[src/rtl/led_panel_cmd_ctrl.sv]
// UART command parser driving a double-buffered 16x8 LED frame buffer with frame-synchronous bank swap.
// Optional macro FRAME_CHECKSUM_EN adds an XOR checksum byte after each FRAME command.
module led_panel_cmd_ctrl #(
  parameter int unsigned TIMEOUT_CYCLES = 1000000,
  parameter logic [2:0]  RGB_RESET      = 3'b011
) (
  input  logic       clk,
  input  logic       reset,
  input  logic       rx_valid,
  input  logic [7:0] rx_byte,
  input  logic       frame_done,
  output logic       fb_we,
  output logic [4:0] fb_addr,
  output logic [7:0] fb_wdata,
  output logic       disp_bank,
  output logic [2:0] rgb,
  output logic       swap,
  output logic       busy,
  output logic       err
);

  localparam logic [7:0]  SYNC     = 8'hA5;
  localparam logic [7:0]  OP_WRCOL = 8'h01;
  localparam logic [7:0]  OP_COLOR = 8'h02;
  localparam logic [7:0]  OP_FRAME = 8'h03;
  localparam logic [7:0]  OP_SWAP  = 8'h04;
  localparam int unsigned TW       = $clog2(TIMEOUT_CYCLES + 1);

`ifdef FRAME_CHECKSUM_EN
  typedef enum logic [2:0] {
    S_IDLE, S_OPC, S_ADDR, S_DATA, S_COLOR, S_FRAME, S_CSUM, S_PEND
  } state_t;
`else
  typedef enum logic [2:0] {
    S_IDLE, S_OPC, S_ADDR, S_DATA, S_COLOR, S_FRAME, S_PEND
  } state_t;
`endif

  state_t        state_q, state_d;
  logic [TW-1:0] tmo_q, tmo_d;
  logic [3:0]    col_q, col_d;
  logic [3:0]    idx_q, idx_d;
`ifdef FRAME_CHECKSUM_EN
  logic [7:0]    csum_q, csum_d;
`endif
  logic          fb_we_q, fb_we_d;
  logic [4:0]    fb_addr_q, fb_addr_d;
  logic [7:0]    fb_wdata_q, fb_wdata_d;
  logic          disp_bank_q, disp_bank_d;
  logic [2:0]    rgb_q, rgb_d;
  logic          swap_q, swap_d;
  logic          busy_q, busy_d;
  logic          err_q, err_d;
  logic          timed;
  logic          tmo_hit;

  // Only mid-command states wait on the sender; OPC and PEND never time out.
  always_comb begin
    timed = 1'b0;
    case (state_q)
      S_ADDR, S_DATA, S_COLOR, S_FRAME: timed = 1'b1;
`ifdef FRAME_CHECKSUM_EN
      S_CSUM:                           timed = 1'b1;
`endif
      default:                          timed = 1'b0;
    endcase
  end

  assign tmo_hit = timed && !rx_valid && (tmo_q == TW'(TIMEOUT_CYCLES - 1));

  always_ff @(posedge clk) begin
    if (reset) begin
      state_q <= S_IDLE;
    end else begin
      state_q <= state_d;
    end
  end

  always_comb begin
    state_d = state_q;
    case (state_q)
      S_IDLE:  if (rx_valid && rx_byte == SYNC) state_d = S_OPC;
      S_OPC: begin
        if (rx_valid) begin
          case (rx_byte)
            OP_WRCOL: state_d = S_ADDR;
            OP_COLOR: state_d = S_COLOR;
            OP_FRAME: state_d = S_FRAME;
            OP_SWAP:  state_d = S_PEND;
            default:  state_d = S_IDLE;
          endcase
        end
      end
      S_ADDR:  if (rx_valid) state_d = S_DATA;
      S_DATA:  if (rx_valid) state_d = S_IDLE;
      S_COLOR: if (rx_valid) state_d = S_IDLE;
      S_FRAME: begin
        if (rx_valid && idx_q == 4'd15) begin
`ifdef FRAME_CHECKSUM_EN
          state_d = S_CSUM;
`else
          state_d = S_PEND;
`endif
        end
      end
`ifdef FRAME_CHECKSUM_EN
      S_CSUM:  if (rx_valid) state_d = (rx_byte == csum_q) ? S_PEND : S_IDLE;
`endif
      S_PEND:  if (busy_q && frame_done) state_d = S_IDLE;
      default: state_d = S_IDLE;
    endcase
    if (tmo_hit) state_d = S_IDLE;
  end

  always_comb begin
    tmo_d       = (rx_valid || !timed || tmo_hit) ? '0 : tmo_q + 1'b1;
    col_d       = col_q;
    idx_d       = idx_q;
`ifdef FRAME_CHECKSUM_EN
    csum_d      = csum_q;
`endif
    fb_we_d     = 1'b0;
    fb_addr_d   = fb_addr_q;
    fb_wdata_d  = fb_wdata_q;
    disp_bank_d = disp_bank_q;
    rgb_d       = rgb_q;
    swap_d      = 1'b0;
    busy_d      = busy_q;
    err_d       = 1'b0;
    case (state_q)
      S_OPC: begin
        if (rx_valid) begin
          case (rx_byte)
            OP_WRCOL, OP_COLOR: ;
            OP_FRAME: begin
              idx_d  = 4'd0;
`ifdef FRAME_CHECKSUM_EN
              csum_d = 8'h00;
`endif
            end
            OP_SWAP: busy_d = 1'b1;
            default: err_d  = 1'b1;
          endcase
        end
      end
      S_ADDR:  if (rx_valid) col_d = rx_byte[3:0];
      S_DATA: begin
        if (rx_valid) begin
          fb_we_d    = 1'b1;
          fb_addr_d  = {~disp_bank_q, col_q};
          fb_wdata_d = rx_byte;
        end
      end
      S_COLOR: if (rx_valid) rgb_d = rx_byte[2:0];
      S_FRAME: begin
        if (rx_valid) begin
          fb_we_d    = 1'b1;
          fb_addr_d  = {~disp_bank_q, idx_q};
          fb_wdata_d = rx_byte;
          idx_d      = idx_q + 4'd1;
`ifdef FRAME_CHECKSUM_EN
          csum_d     = csum_q ^ rx_byte;
`else
          if (idx_q == 4'd15) busy_d = 1'b1;
`endif
        end
      end
`ifdef FRAME_CHECKSUM_EN
      S_CSUM: begin
        if (rx_valid) begin
          if (rx_byte == csum_q) busy_d = 1'b1;
          else                   err_d  = 1'b1;
        end
      end
`endif
      S_PEND: begin
        // Bytes arriving during a pending swap are overruns and are dropped.
        if (rx_valid) err_d = 1'b1;
        if (busy_q && frame_done) begin
          disp_bank_d = ~disp_bank_q;
          swap_d      = 1'b1;
          busy_d      = 1'b0;
        end
      end
      default: ;
    endcase
  end

  always_ff @(posedge clk) begin
    if (reset) begin
      tmo_q       <= '0;
      col_q       <= 4'd0;
      idx_q       <= 4'd0;
`ifdef FRAME_CHECKSUM_EN
      csum_q      <= 8'h00;
`endif
      fb_we_q     <= 1'b0;
      fb_addr_q   <= 5'd0;
      fb_wdata_q  <= 8'h00;
      disp_bank_q <= 1'b0;
      rgb_q       <= RGB_RESET;
      swap_q      <= 1'b0;
      busy_q      <= 1'b0;
      err_q       <= 1'b0;
    end else begin
      tmo_q       <= tmo_d;
      col_q       <= col_d;
      idx_q       <= idx_d;
`ifdef FRAME_CHECKSUM_EN
      csum_q      <= csum_d;
`endif
      fb_we_q     <= fb_we_d;
      fb_addr_q   <= fb_addr_d;
      fb_wdata_q  <= fb_wdata_d;
      disp_bank_q <= disp_bank_d;
      rgb_q       <= rgb_d;
      swap_q      <= swap_d;
      busy_q      <= busy_d;
      err_q       <= err_d;
    end
  end

  assign fb_we     = fb_we_q;
  assign fb_addr   = fb_addr_q;
  assign fb_wdata  = fb_wdata_q;
  assign disp_bank = disp_bank_q;
  assign rgb       = rgb_q;
  assign swap      = swap_q;
  assign busy      = busy_q;
  assign err       = err_q;

endmodule

[config.mk]
export PLATFORM = sky130hd
export DESIGN_NAME = led_panel_cmd_ctrl
export DESIGN_NICKNAME = d
export VERILOG_FILES = /design/src/rtl/led_panel_cmd_ctrl.sv
export SDC_FILE = /design/constraint.sdc
export NUM_CORES = 1
export LEC_CHECK = 0
export ABC_AREA = 1
export CORE_UTILIZATION = 50
export CTS_BUF_LIST = sky130_fd_sc_hd__clkbuf_8
export CTS_CLUSTER_DIAMETER = 60
export CTS_CLUSTER_SIZE = 25
export DETAILED_ROUTE_END_ITERATION = 12
export PLACE_DENSITY = 0.74
export SETUP_SLACK_MARGIN = 0.3
export SYNTH_ARGS = -nofsm -noshare
export SYNTH_HDL_FRONTEND = slang
export SYNTH_SLANG_ARGS = --single-unit
export TNS_END_PERCENT = 20
[constraint.sdc]
create_clock -name clk -period 1.8 [get_ports clk]
set_input_delay 0.27 -clock clk [delete_from_list [all_inputs] [get_ports clk]]
set_output_delay 0.27 -clock clk [all_outputs]
set_load 0.01 [all_outputs]
==> flow_metrics.py, run 1 <==
metrics = {
    "power_and_ir_drop": {
        "p_leak_nw": 1.276,
        "intPower_mw": 1.764,
        "p_sw_uw": 792.1,
        "powerDensity_nw_per_um2": 785.2,
        "p_comb_share_pct": 25.2,
        "seqPwrFrac_pct": 50.6,
        "switching_share_pct": 30.98,
        "p_clk_share_pct": 24.2,
        "ir_worst_vdd_v": 0.0004919,
    },
    "setup_path": {
        "crit_fanout": 5,
        "critPathTopFamily": "buffers and inverters",
        "cp_common_cell": "nand2_4",
        "critPathLaunchType": "flip-flop",
        "worstPathRequired_ns": 2.04,
        "cp.arrival_ns": 1.73,
        "cp_num_buf_inv": 3,
        "critPathSlowestCell": "dfxtp_2",
        "crit_chain": "ha_4 -> nand2_4 -> inv_4 -> nand2_4 -> nor2_4 -> nand3_2 -> nand4_1 -> buf_4 -> bufbuf_16 -> a21oi_4",
        "crit_type": "flip-flop to flip-flop",
        "end_kind": "flip-flop",
        "max_stage_delay_ns": 0.35,
    },
    "final_layout": {
        "nets": 426,
        "fill_cells": 406,
        "antenna_cells": 0,
        "area_growth_pct": 32.22,
        "design_area_um2": 3256,
        "layout-drive-gt1-share_pct": 15.05,
    },
    "synthesis": {
        "synth_nets": 371,
        "yosysSeqAreaShare_pct": 42.28,
        "ys_ff_latch": 52,
        "synth_largest_area_cell": "dfxtp_1",
        "netlist_instances": 357,
        "yosys.cell_types.count": 24,
        "syn_area_um2": 2462,
        "syn_area_per_cell_um2": 6.897,
        "yosys_warnings": 0,
        "synth_top_area_share_pct": 42.28,
        "synthTopCellsByArea": "dfxtp_1 42%, nand2_1 11%, nor2_1 9.9%",
    },
    "clocking": {
        "cts_hold_buffers": 0,
        "cts.sinks": 52,
        "cts_buffers": 5,
        "cts_root_buf": "clkbuf_8",
        "htree_levels": 2,
        "cts_buffer_depth": 2,
        "clk_pin_slew_worst_paths_ns": 0.09,
        "cts_tree": "built",
        "insertion_delay_ns": 0.30,
    },
    "timing": {
        "slew_headroom_pct": 81.35,
        "worst_slew_pin_slew_ns": 0.2768,
        "hold_violations": 0,
        "clock_skew_ns": 0.009728,
        "rsz0062_at_grt": "true",
        "final.min_clock_period_ns": 1.492,
        "whs_ns": 0.4553,
        "fin_crit_sh_pct": 82.90,
        "maxSlewViolCount": 0,
        "finalSetupViolCount": 0,
        "max_freq_ghz": 0.6701,
    },
    "global_routing": {
        "grt_usage_pct": 24.09,
        "grt_pass1_vias": 2179,
        "grt_pass1_wl_um": 9880,
        "grt_max_degree": 26,
        "grt_overflow": 0,
        "antenna_found_initial": 0,
    },
    "detailed_routing": {
        "drt_iter0_drc": 137,
        "post-route-drc-count": 0,
        "dr.pass1.iters": 5,
        "wl_um": 5868,
        "drt.antenna.violating_nets": 0,
        "wl_per_cell_um": 12.25,
        "vias": 2411,
        "via_per_inst": 5.033,
    },
    "run": {
        "drv_cap": 0,
    },
    "place": {
        "place_area_um2": 2890,
        "io_buffers": 32,
        "gp_congestion": 0.8553,
        "hpwl_um": 4069,
    },
    "die": {
        "start_util_pct": 52.13,
        "die-width_um": 72.18,
        "die_area_um2": 5209,
        "row_count": 25,
        "fp.coreArea_um2": 4723,
        "ios": 33,
        "dieHeight_um": 72.18,
    },
    "hold_path": {
        "min_path_type": "flip-flop to flip-flop",
    },
    "status": {
        "outcome": "complete, no violations",
    },
}
[layout make-up]
class	count	area, um^2	share of cell area (%)
Multi-Input combinational cell	254	1311	40.28
Sequential cell	52	1049	32.21
Timing Repair Buffer	57	569.3	17.49
Inverter	42	165.2	5.073
Tap cell	67	83.83	2.575
Clock buffer	5	68.82	2.114
Clock inverter	2	8.758	0.2690
[cells in the mapped netlist, drive strengths merged]
cell type  instances
nand3b             2
buf                7
nand2             77
nor2              67
ha                 2
o211ai             2
dfxtp             52
a21oi             26
or2                1
o21bai             1
xnor2              4
xor2              12
clkbuf             2
nand4              9
nor3               6
nand3             17
inv               42
a31oi              3
o21ai             25
[state kept, by name (all words and copies together) (netlist names)]
register   cells
swap           1
tmo_q         20
fb_we          1
err            1
col_q          4
state_q        3
fb_addr        5
busy           1
fb_wdata       8
disp_bank      1
rgb            3
idx_q          4
[what timing repair did]
| action | 4_1_cts | 5_1_grt |
|---|---|---|
| gates resized for setup | 20 | 16 |
| buffers inserted | 8 | 6 |
| gates cloned | 3 | 0 |
| setup endpoints to repair | 35 | 44 |
| pin swaps | 3 | 5 |
[power groups by stage]
stage | clock network (mW) | logic, mW | registers (mW)
final | 0.618 | 0.645 | 1.29
after global routing | 0.689 | 0.722 | 1.30
after CTS | 0.641 | 0.643 | 1.29
after detailed placement | 0 | 0.563 | 1.31
after global placement | 0 | 0.562 | 1.31
after floorplan | 0 | 0.384 | 1.30
[layer usage]
layer | global-route usage (%) | routed length, um | vias to the layer above
met1 | 33.68 | 2840 | 1083
met2 | 38.01 | 2646 | 69
met3 | 4.028 | 313 | 8
met4 | 7.625 | 67 | 0
li1 | - | - | 1251
met5 | 0 | 0 | -
[path summary, 6_finish.rpt]
check | depth (start not counted) | from | slack (ns) | end
worst max-delay path | 10 | tmo_q[1] | 0.31 | tmo_q[14]
worst min-delay path | 2 | col_q[3] | 0.46 | col_q[3]
worst max register to register | 10 | tmo_q[1] | 0.31 | tmo_q[14]
worst min register to register | 2 | col_q[3] | 0.46 | col_q[3]
[tightest hold or removal path: cells and delay by family (launching register included)]
kind | cells | cell delay [ns]
DFF | 1 | 0.32
buffers and inverters | 1 | 0.05
AOI/OAI and AO/OA | 1 | 0.05
[per-stage QoR]
step / worst slack [ns] / std cells / utilization, % / setup TNS [ns] / power [mW]
floorplan: 0.4762 / 357 / - / 0 / 1.688
global placement: 0.06539 / 455 / 61.19 / 0 / 1.873
detailed placement: -0.004128 / 455 / 61.19 / -0.004128 / 1.874
CTS: 0.2773 / 473 / 67.05 / 0 / 2.571
global route: 0.2184 / 479 / 68.93 / 0 / 2.713
finish: 0.3078 / 479 / 68.93 / 0 / 2.556
[cells in the final DEF, fill, tap and decap left out, types with 2 or more instances in the layout]
master	instances
a31oi_1	3
nor2_2	6
nor3_1	3
xor2_1	12
nand2_1	73
clkdlybuf4s50_1	32
o211ai_1	2
o21ai_0	24
nor2_1	58
nand4_1	9
xnor2_1	4
inv_1	40
nand2_4	2
clkbuf_8	5
nand3_1	13
buf_4	21
nand3_2	4
nor3_2	3
nand3b_1	2
nand2_2	2
nor2_4	3
a21oi_1	25
dfxtp_2	6
dfxtp_1	46
[kinds of logic after synthesis]
family | after synthesis | share of synthesized area [%]
AND/OR/NAND/NOR | 179 | 30.59
XOR/XNOR | 16 | 5.691
buffers and inverters | 51 | 8.384
AO/OA/AOI/OAI | 57 | 12.04
flip-flops | 52 | 42.28
adder cells (fa/ha/maj) | 2 | 1.016
Note: power is estimated with default switching activity, not from simulation.
==> run 2: changes to the inputs <==
PLACE_DENSITY = 0.77   (was 0.74)
clock period = 1.3 ns   (was 1.8 ns; I/O delays follow)
==> flow_metrics.py, run 2 (synthesis gave the netlist of run 1 again) <==
metrics = {
    "clocking": {
        "cts_root_buf": "clkbuf_8",
        "htree_levels": 2,
        "cts_hold_buffers": 0,
        "cts.sinks": 52,
        "cts_tree": "built",
        "cts_buffer_depth": 2,
        "clk_pin_slew_worst_paths_ns": 0.09,
        "insertion_delay_ns": 0.31,
        "cts_buffers": 5,
    },
    "final_layout": {
        "largest-register": "tmo_q",
        "layout_common_cells": "67 x nand2_1, 50 x nor2_1, 50 x buf_4",
        "fill_cells": 360,
        "final_common_cell": "nand2_1",
        "antenna_cells": 0,
        "register_area_um2": 1085,
        "multiInputGateArea_um2": 1458,
        "area_growth_pct": 47.36,
        "fin_cells": 518,
        "layout-drive-gt1-share_pct": 40.13,
        "nets": 464,
        "largest_reg_flops": 20,
    },
    "timing": {
        "finalSetupViolCount": 23,
        "clock_skew_ns": 0.006729,
        "max_freq_ghz": 0.7092,
        "maxSlewViolCount": 0,
        "fin_crit_sh_pct": 108.5,
        "setup_ws_ns": -0.1100,
        "final.min_clock_period_ns": 1.410,
        "worst_slew_pin_slew_ns": 0.3425,
        "rsz0062_at_grt": "true",
        "hold_violations": 0,
        "slew_headroom_pct": 76.99,
        "whs_ns": 0.3101,
    },
    "die": {
        "die-width_um": 72.18,
        "die_area_um2": 5209,
        "fp.coreArea_um2": 4723,
        "row_count": 25,
        "start_util_pct": 52.13,
        "dieHeight_um": 72.18,
        "ios": 33,
    },
    "setup_path": {
        "critPathLaunchType": "flip-flop",
        "crit_type": "flip-flop to flip-flop",
        "end_kind": "flip-flop",
        "ff2ff_path_depth": 10,
        "crit_fanout": 6,
        "cp.arrival_ns": 1.62,
        "worstPathRequired_ns": 1.51,
        "r2r_slack_ns": -0.11,
    },
    "global_routing": {
        "grt_usage_pct": 26.73,
        "grt_max_degree": 22,
        "antenna_found_initial": 0,
        "grt_pass1_vias": 2455,
        "grt_pass1_wl_um": 10800,
        "grt_overflow": 0,
    },
    "status": {
        "violations": "setup timing",
        "outcome": "finished with violations",
    },
    "detailed_routing": {
        "post-route-drc-count": 0,
        "wl_per_cell_um": 13.70,
        "vias": 2653,
        "dr.pass1.iters": 4,
        "wl_um": 7099,
        "drt.antenna.violating_nets": 0,
        "via_per_inst": 5.122,
        "drt_iter0_drc": 112,
    },
    "place": {
        "hpwl_um": 4547,
        "gp_congestion": 0.9073,
        "io_buffers": 32,
        "dp.cells": 503,
    },
    "power_and_ir_drop": {
        "p_leak_nw": 1.515,
        "p_total_mw": 3.990,
        "powerDensity_nw_per_um2": 1100,
        "ir_worst_vdd_v": 0.0009258,
    },
    "hold_path": {
        "holdPathStages": 3,
        "min_path_type": "primary input to flip-flop",
    },
    "run": {
        "drv_cap": 0,
    },
}
-- run 2: changes by cell type in the layout (fill, tap and decap cells not counted), moves of 7 or more --
cell,delta
dfxtp_1,-21
o21ai_1,+9
dfxtp_2,+17
inv_1,-10
buf_6,+11
buf_2,+20
clkdlybuf4s50_1,-28
nor2_2,+8
nor2_1,-8
buf_4,+29
dlygate4sd2_1,+7
o21ai_0,-12
-- run 2: area by class of cell --
| type | count | share of cell area, % |
|---|---|---|
| multi-input combinational | 254 | 40.17 |
| sequential | 52 | 29.90 |
| clock buffer | 6 | 2.276 |
| tap | 67 | 2.310 |
| inverter | 42 | 4.759 |
| clock inverter | 2 | 0.2759 |
| timing repair buffer | 95 | 20.31 |
-- run 2: path summary, 6_finish.rpt --
path | start | endpoint
worst max-delay path | tmo_q[1] | tmo_q[4]
worst min-delay path | rx_byte[7] | fb_wdata[7]
worst min register to register | col_q[0] | col_q[0]
worst max register to register | tmo_q[1] | tmo_q[4]
-- run 2: critical path, stage by stage (launching register included) --
cell and delay, ns:
dfxtp_4 0.38, ha_4 0.14, nand2_4 0.06, inv_4 0.06
nand2_4 0.05, nor2_4 0.11, nand3_2 0.08, nand4_1 0.11
buf_6 0.14, buf_6 0.13, nor2_1 0.04
-- run 2: metrics by stage --
step | utilization (%) | area [um^2] | worst slack [ns] | TNS, ns
2_1_floorplan | - | 2505 | 0.08063 | 0
3_3_place_gp | 69.46 | 3281 | -0.2608 | -9.198
3_5_place_dp | 69.46 | 3281 | -0.2982 | -9.795
4_1_cts | 73.17 | 3456 | -0.04412 | -0.6702
5_1_grt | 76.82 | 3628 | -0.1751 | -3.960
6_report | 76.82 | 3628 | -0.1100 | -1.908
-- run 2: layer usage --
| metal | vias to the layer above | global-route usage, % | part of all wire [%] |
|---|---|---|---|
| li1 | 1327 | - | - |
| met1 | 1235 | 31.53 | 42 |
| met2 | 71 | 48.08 | 52 |
| met3 | 20 | 4.722 | 3.5 |
| met4 | 0 | 10.24 | 3.1 |
| met5 | - | 0 | 0 |
-- run 2: what timing repair did --
item | 4_1_cts | 5_1_grt
setup endpoints to repair | 73 | 53
gates cloned | 2 | 0
buffers inserted | 3 | 2
pin swaps | 13 | 31
resized for setup | 156 | 57
-- run 2: report_power, final --
group | internal, mW | total [mW] | switching [mW]
clock network | 0.426 | 0.957 | 0.531
registers | 1.70 | 1.82 | 0.117
logic | 0.494 | 1.21 | 0.718
==> run 3: changes to the inputs <==
GPL_ROUTABILITY_DRIVEN = 0   (was not set)
GPL_TIMING_DRIVEN = 0   (was not set)
==> flow_metrics.py, run 3 (synthesis gave the netlist of run 1 again) <==
metrics = {
    "global_routing": {
        "antenna_found_initial": 0,
        "grt_pass1_vias": 2316,
        "grt_max_degree": 17,
        "grt_pass1_wl_um": 10010,
        "grt_overflow": 0,
        "grt_usage_pct": 24.25,
    },
    "setup_path": {
        "end_kind": "flip-flop",
        "worstPathRequired_ns": 1.53,
        "max_stage_delay_ns": 0.37,
        "cp_num_buf_inv": 3,
        "critPathTopFamily": "simple AND/OR/NAND/NOR gates",
        "crit_fanout": 5,
        "ff2ff_path_depth": 10,
        "r2r-end": "tmo_q[2]",
        "r2r_slack_ns": -0.06,
        "r2r_start": "tmo_q[0]",
        "critPathSlowestCell": "dfxtp_4",
        "crit_chain": "ha_4 -> nand2_4 -> inv_4 -> nand2_4 -> nor2_4 -> nand3_2 -> nand4_1 -> buf_6 -> buf_6 -> nor3_2",
        "cp.arrival_ns": 1.59,
        "crit_type": "flip-flop to flip-flop",
        "critPathLaunchType": "flip-flop",
    },
    "power_and_ir_drop": {
        "ir_worst_vdd_v": 0.0008649,
        "seqPwrFrac_pct": 45.4,
        "powerDensity_nw_per_um2": 1190,
        "switching_share_pct": 31.79,
        "p_leak_nw": 1.396,
        "intPower_mw": 2.768,
        "p_clk_share_pct": 28.8,
        "p_sw_mw": 1.290,
        "p_comb_share_pct": 25.8,
    },
    "timing": {
        "finalSetupViolCount": 23,
        "final.min_clock_period_ns": 1.358,
        "clock_skew_ns": 0.009601,
        "fin_crit_sh_pct": 104.4,
        "setup_ws_ns": -0.05779,
        "whs_ns": 0.3228,
        "rsz0062_at_grt": "true",
        "max_freq_ghz": 0.7365,
        "worst_slew_pin_slew_ns": 0.4438,
        "hold_violations": 0,
        "maxSlewViolCount": 0,
        "slew_headroom_pct": 70.41,
    },
    "clocking": {
        "insertion_delay_ns": 0.30,
        "htree_levels": 2,
        "clk_pin_slew_worst_paths_ns": 0.09,
        "cts.sinks": 52,
        "cts_buffers": 5,
        "cts_buffer_depth": 2,
        "cts_root_buf": "clkbuf_8",
        "cts_tree": "built",
    },
    "hold_path": {
        "hold_path_end": "col_q[3]",
        "min_path_type": "primary input to flip-flop",
        "holdPathStages": 3,
        "hold_start": "rx_byte[3]",
    },
    "die": {
        "row_count": 25,
        "start_util_pct": 52.13,
        "die_area_um2": 5209,
        "die-width_um": 72.18,
        "ios": 33,
        "fp.coreArea_um2": 4723,
        "dieHeight_um": 72.18,
    },
    "run": {
        "drv_cap": 0,
    },
    "final_layout": {
        "layout-drive-gt1-share_pct": 36.26,
        "final_common_cell": "nand2_1",
        "layout_common_cells": "65 x nand2_1, 50 x nor2_1, 30 x dfxtp_2",
        "area_growth_pct": 38.52,
        "antenna_cells": 0,
        "largest-register": "tmo_q",
        "fin_util_pct": 72.21,
        "largest_reg_flops": 20,
        "design_area_um2": 3411,
        "nets": 435,
    },
    "place": {
        "dpl_worst_slack_ns": -0.4916,
        "io_buffers": 32,
        "hpwl_um": 4006,
        "place_area_um2": 2909,
    },
    "detailed_routing": {
        "drt.antenna.violating_nets": 0,
        "wl_um": 6228,
        "via_per_inst": 5.139,
        "dr.pass1.iters": 4,
        "vias": 2513,
        "drt_iter0_drc": 142,
        "post-route-drc-count": 0,
        "wl_per_cell_um": 12.74,
    },
    "status": {
        "violations": "setup timing",
        "outcome": "finished with violations",
    },
}
==> run 3: tightest hold or removal path, stage by stage <==
cell           delay, ns
dlygate4sd2_1       0.22
o21ai_1             0.07
a21oi_1             0.10
==> run 3: worst max-delay path by stage <==
stage	slack [ns]	end	depth (start not counted)	startpoint
finish	-0.06	tmo_q[2]	10	tmo_q[0]
global route	-0.16	state_q[1]	10	tmo_q[4]
CTS	-0.08	tmo_q[18]	10	tmo_q[0]
detailed placement	-0.49	idx_q[0]	6	rx_valid
global placement	-0.46	idx_q[0]	6	rx_valid
floorplan	0.08	tmo_q[14]	9	tmo_q[1]
==> run 3: layout make-up <==
type | count | area [um^2]
plain buffers | 9 | 83.83
inverters | 42 | 170.2
clock inverters | 2 | 38.79
repair buffers | 57 | 432.9
flip-flops and latches | 52 | 1090
fillers | 360 | 1313
clock buffers | 6 | 82.58
well taps | 67 | 83.83
multi-input cells | 254 | 1429
==> run 3: metal layers <==
layer | vias up | global-route usage [%] | part of all wire, %
met5 | - | 0 | 0
li1 | 1265 | - | -
met3 | 16 | 5.278 | 4.0
met2 | 73 | 42.68 | 52
met4 | 0 | 8.279 | 2.1
met1 | 1159 | 29.18 | 42
==> run 3: power groups by stage <==
stage | clock, mW | sequential, mW | combinational [mW]
final | 1.17 | 1.84 | 1.05
after global placement | 0 | 1.81 | 0.768
after global routing | 1.27 | 1.86 | 1.15
after floorplan | 0 | 1.81 | 0.545
after detailed placement | 0 | 1.81 | 0.779
after CTS | 1.19 | 1.81 | 0.866
==> run 3: timing repair <==
| item | 4_1_cts | 5_1_grt |
|---|---|---|
| hold buffers | 0 | 0 |
| gates resized for setup | 165 | 51 |
| setup endpoints to repair | 72 | 57 |
| pin swaps | 16 | 11 |
| gates cloned | 3 | 0 |
| buffers inserted | 16 | 6 |
==> run 3: per-stage QoR <==
| step | instances | power (mW) | TNS, ns |
|---|---|---|---|
| CTS | 483 | 3.866 | -1.463 |
| finish | 489 | 4.059 | -0.6793 |
| detailed placement | 456 | 2.590 | -11.60 |
| floorplan | 357 | 2.353 | 0 |
| global placement | 456 | 2.581 | -11.35 |
| global route | 489 | 4.276 | -2.544 |
